<file path="config.mk">
export PLATFORM = sky130hd
export DESIGN_NAME = sha256_host_ctrl
export DESIGN_NICKNAME = d
export VERILOG_FILES = /design/src/rtl/sha256_host_ctrl.sv
export SDC_FILE = /design/constraint.sdc
export NUM_CORES = 1
export LEC_CHECK = 0
export CAP_MARGIN = 20
export CORE_AREA = 8 8 108 100
export CTS_CLUSTER_SIZE = 28
export DETAILED_ROUTE_END_ITERATION = 8
export DIE_AREA = 0 0 116 108
export PLACE_DENSITY_LB_ADDON = 0.3
export SETUP_SLACK_MARGIN = 0.15
export SLEW_MARGIN = 20
export SYNTH_ARGS = -nofsm -noshare
export SYNTH_HDL_FRONTEND = slang
export SYNTH_SLANG_ARGS = --single-unit
</file>
<file path="constraint.sdc">
create_clock -name clk -period 1.75 [get_ports clk]
set_input_delay 0.175 -clock clk [delete_from_list [all_inputs] [get_ports clk]]
set_output_delay 0.175 -clock clk [all_outputs]
set_load 0.03 [all_outputs]
</file>
<file path="src/rtl/sha256_host_ctrl.sv">
// Host-side initiator for the SHA-256 hasher: loads message words into shared memory,
// kicks the hasher, then streams the 8-word digest back out. Owns the memory-port mux.
module sha256_host_ctrl #(
  parameter int          NUM_OF_WORDS = 20,
  parameter logic [15:0] MSG_ADDR     = 16'h0000,
  parameter logic [15:0] OUT_ADDR     = 16'h0100
) (
  input  logic        clk,
  input  logic        reset,
  input  logic        in_valid,
  output logic        in_ready,
  input  logic [31:0] in_data,
  output logic        out_valid,
  input  logic        out_ready,
  output logic [31:0] out_data,
  output logic        out_last,
  output logic        busy,
  output logic        sha_start,
  input  logic        sha_done,
  output logic [15:0] sha_message_addr,
  output logic [15:0] sha_output_addr,
  input  logic        sha_mem_we,
  input  logic [15:0] sha_mem_addr,
  input  logic [31:0] sha_mem_write_data,
  output logic        mem_we,
  output logic [15:0] mem_addr,
  output logic [31:0] mem_write_data,
  input  logic [31:0] mem_read_data
);

  typedef enum logic [2:0] {
    LOAD,
    KICK,
    WAIT_LOW,
    WAIT_DONE,
    RD_ADDR,
    RD_CAP,
    EMIT
  } state_t;

  localparam logic [7:0] LAST_WORD = 8'(NUM_OF_WORDS - 1);

  state_t      state_q, state_d;
  logic [7:0]  wcnt_q, wcnt_d;
  logic [2:0]  rcnt_q, rcnt_d;
  logic [31:0] out_data_q, out_data_d;
  logic        out_valid_q, out_valid_d;
  logic        out_last_q, out_last_d;

  logic [15:0] wr_addr;
  logic [15:0] rd_addr;

  assign wr_addr = MSG_ADDR + {8'h00, wcnt_q};
  assign rd_addr = OUT_ADDR + {13'h0000, rcnt_q};

  assign sha_message_addr = MSG_ADDR;
  assign sha_output_addr  = OUT_ADDR;
  assign out_data         = out_data_q;
  assign out_valid        = out_valid_q;
  assign out_last         = out_last_q;
  assign busy             = (state_q != LOAD) || (wcnt_q != 8'h00);

  always_ff @(posedge clk or posedge reset) begin
    if (reset) begin
      state_q     <= LOAD;
      wcnt_q      <= 8'h00;
      rcnt_q      <= 3'd0;
      out_data_q  <= 32'h0000_0000;
      out_valid_q <= 1'b0;
      out_last_q  <= 1'b0;
    end else begin
      state_q     <= state_d;
      wcnt_q      <= wcnt_d;
      rcnt_q      <= rcnt_d;
      out_data_q  <= out_data_d;
      out_valid_q <= out_valid_d;
      out_last_q  <= out_last_d;
    end
  end

  // The hasher owns the memory port only while it is running (WAIT_LOW/WAIT_DONE).
  always_comb begin
    state_d        = state_q;
    wcnt_d         = wcnt_q;
    rcnt_d         = rcnt_q;
    out_data_d     = out_data_q;
    out_valid_d    = out_valid_q;
    out_last_d     = out_last_q;
    in_ready       = 1'b0;
    sha_start      = 1'b0;
    mem_we         = 1'b0;
    mem_addr       = wr_addr;
    mem_write_data = 32'h0000_0000;

    case (state_q)
      LOAD: begin
        in_ready = 1'b1;
        if (in_valid) begin
          mem_we         = 1'b1;
          mem_write_data = in_data;
          if (wcnt_q == LAST_WORD) begin
            wcnt_d  = 8'h00;
            state_d = KICK;
          end else begin
            wcnt_d = wcnt_q + 8'd1;
          end
        end
      end
      KICK: begin
        sha_start = 1'b1;
        state_d   = WAIT_LOW;
      end
      WAIT_LOW: begin
        mem_we         = sha_mem_we;
        mem_addr       = sha_mem_addr;
        mem_write_data = sha_mem_write_data;
        if (!sha_done) state_d = WAIT_DONE;
      end
      WAIT_DONE: begin
        mem_we         = sha_mem_we;
        mem_addr       = sha_mem_addr;
        mem_write_data = sha_mem_write_data;
        if (sha_done) state_d = RD_ADDR;
      end
      RD_ADDR: begin
        mem_addr = rd_addr;
        state_d  = RD_CAP;
      end
      RD_CAP: begin
        mem_addr    = rd_addr;
        out_data_d  = mem_read_data;
        out_valid_d = 1'b1;
        out_last_d  = (rcnt_q == 3'd7);
        state_d     = EMIT;
      end
      EMIT: begin
        mem_addr = rd_addr;
        if (out_ready) begin
          out_valid_d = 1'b0;
          out_last_d  = 1'b0;
          rcnt_d      = rcnt_q + 3'd1;
          state_d     = (rcnt_q == 3'd7) ? LOAD : RD_ADDR;
        end
      end
      default: state_d = LOAD;
    endcase
  end

endmodule
</file>
==> flow_summary.toml <==
[clock_network]
insertion_delay_ns = 0.31
cts.sinks = 48
cts_tree = "yes"
cts_hold_buf = 0
cts.reportedPaths.clkPinSlew_ns = 0.10
cts_buffers = 5
cts_root_buffer = "clkbuf_8"
clk_path_buf_depth = 2
h-tree-depth = 2

[timing]
setup_viol = 47
fin_worst_skew_ns = 0.01234
fin_crit_ns = 1.900
rsz0062_at_grt = "yes"
timing.final.crit_share = 1.086
max_freq_mhz = 526.4
slew_viol_final = 0
finalHoldViolations = 0
whs_ns = 0.2212
fin_ws_ns = -0.1498

[worst_setup_path]
crit_top_cell = "buf_6"
slowest_stage = "dfrtp_2"
crit_type = "reg -> out"
crit_chain = "nor4b_4 > buf_6 > buf_8 > a22o_1 > buf_6"
crit_path_max_incr_delay_ns = 0.46
critPathBufInv = 3
path_max_fanout = 11
worst_setup_path_end_kind = "output pin"
crit_family = "buffers and inverters"
cp.required_ns = 1.57
startpoint_type = "register"
arrival_ns = 1.72

[finish]
syn2layout_area_growth_pct = 114.2
nNetsFinal = 627
drive_gt1_frac = 0.3933
fill_cells = 672

[power]
irDropWorstVdd_mv = 1.180
p_leak_nw = 2.866
power.density_mw_per_mm2 = 1884
p_total_mw = 11.59

[detailed_routing]
wirelength_microns = 12970
wire_per_inst_microns = 20.62
final_antenna_net_count = 0
route.detailed.drc = 0
via_per_inst = 4.738
vias = 2980
drt_iter0_markers = 73
drtPass1Iterations = 4

[yosys]
yosysTopAreaCell = "dfrtp_1"
yosysUniqueCellTypes = 37
synth_area_sq_mm = 0.002872
synthTopCellsByArea = "dfrtp_1, mux2_2, a22o_1, buf_4, mux2i_1"
synth_seq_cells = 48
synth_edf_count = 0
synthFlopType = "dfrtp_1"
yosysMostFrequentCell = "dfrtp_1"
synth_top_area_frac = 0.4183
seq_area_frac_synth = 0.4183
async_reset_ff_frac = 1.000
synth_warnings = 0
synth_common_cells = "dfrtp_1, buf_4, a22o_1, mux2_2, nand2_1"
syn_avg_cell_area_sq_um = 10.75
synth_cells = 267

[floorplan]
io_pins = 236
start_util = 0.3220
die_y_microns = 108
die_x_microns = 116
core.rowCount = 33
dieArea_sq_mm = 0.01253
coreArea_sq_mm = 0.008919

[grt]
grt_pass1_vias = 3236
antenna_found_initial = 1
grt-ovfl-total = 0
grt_start_max_net_pins = 49
grt_use_total = 0.1734
grt_pass1_wl_microns = 16970

[placed_design]
hpwl_microns = 8648
numPortBuffers = 203
place.gp.congestion = 0.7599

[run]
cap_violations = 0

[status]
violations = "negative setup slack"
status = "finished with violations"

[worst_hold_path]
hp-class = "in -> async"
sequential cells by signal, indices dropped and copies added (netlist names):
name and count:
out_data 32, wcnt_q 8, rcnt_q 3, state_q 3
out_last 1, out_valid 1
tightest hold or removal path: stages:
cell	delay, ns
clkdlybuf4s50_1	0.41
inv_2	0.07
buf_12	0.26
metrics by stage:
step | TNS, ns | utilization | worst slack (ns) | instances | cell area (sq um)
after detailed placement | 0 | 0.5522 | 0.02808 | 585 | 4925
final | -4.188 | 0.6895 | -0.1498 | 629 | 6150
after global placement | 0 | 0.5522 | 0.09203 | 585 | 4925
after CTS | -2.638 | 0.6204 | -0.07982 | 611 | 5533
after global routing | -6.677 | 0.6895 | -0.1922 | 629 | 6150
after floorplan | 0 | - | 0.06447 | 297 | 3020
what timing repair did:
action | in CTS | in global routing
setup buffers | 13 | 6
cloned | 5 | 11
pin swaps | 7 | 33
setup endpoints to repair | 84 | 91
resized for setup | 81 | 81
power by group:
part,switching [mW],internal [mW]
registers,0.412,1.64
clock network,0.407,0.576
logic,4.17,4.38
cells by family (layout without fill, tap and decap cells):
group / count (synthesis) / after routing / synth area share
compound gates: 59 / 59 / 0.1560
buf+inv: 58 / 267 / 0.1281
simple gates: 49 / 49 / 0.1015
flops: 48 / 48 / 0.4183
mux: 41 / 41 / 0.1577
xor+xnor: 6 / 6 / 0.01830
fa+ha+maj: 4 / 4 / 0.01743
other cells: 2 / 33 / 0.002615
path summary, 6_finish.rpt:
| kind | start | to | slack [ns] | depth (start not counted) |
|---|---|---|---|---|
| max reg2reg | state_q[1]$_DFFE_PP0P_ | out_data[18]$_DFFE_PP0P_ | 0.03 | 6 |
| max | state_q[2]$_DFFE_PP0P_ | mem_write_data[8] | -0.15 | 5 |
| min in group clk | mem_read_data[4] | out_data[4]$_DFFE_PP0P_ | 0.47 | 2 |
| min | reset | out_data[4]$_DFFE_PP0P_ | 0.22 | 3 |
| max in group asynchronous | reset | state_q[0]$_DFFE_PP0P_ | 1.28 | 3 |
| min reg2reg | out_valid$_DFFE_PP0P_ | out_valid$_DFFE_PP0P_ | 0.49 | 2 |
layout by cell type, fill, tap and decap left out, types with 4 or more instances in the layout:
cell type,count
buf_12,8
a22o_1,13
inv_1,7
mux2_2,7
mux2_4,27
dfrtp_1,45
ha_1,4
nand2_2,4
mux2i_1,5
conb_1,32
o21ai_2,4
o21ai_0,4
buf_6,65
nand2_1,8
clkbuf_16,7
clkbuf_8,5
clkdlybuf4s50_1,151
xnor2_1,6
buf_4,12
nand3_1,5
and2_4,8
a22o_4,13
a22o_2,7
a21oi_1,6
buf_8,5
metal layers:
metal,global-route usage,up-vias,wire length [microns]
li1,-,1366,-
met4,0.05365,0,221
met1,0.1690,1436,4735
met2,0.3168,166,6535
met3,0.08357,12,1479
met5,0,-,0
layout make-up:
class | instances | area, sq um | area share
Antenna cell | 1 | 2.502 | 0.0004069
Sequential cell | 48 | 1205 | 0.1959
Clock inverter | 3 | 68.82 | 0.01119
Clock buffer | 5 | 68.82 | 0.01119
Tap cell | 122 | 152.6 | 0.02482
Timing Repair Buffer | 251 | 2826 | 0.4596
Inverter | 8 | 30.03 | 0.004883
Multi-Input combinational cell | 191 | 1795 | 0.2920
Power figures use the tool's default switching activity.
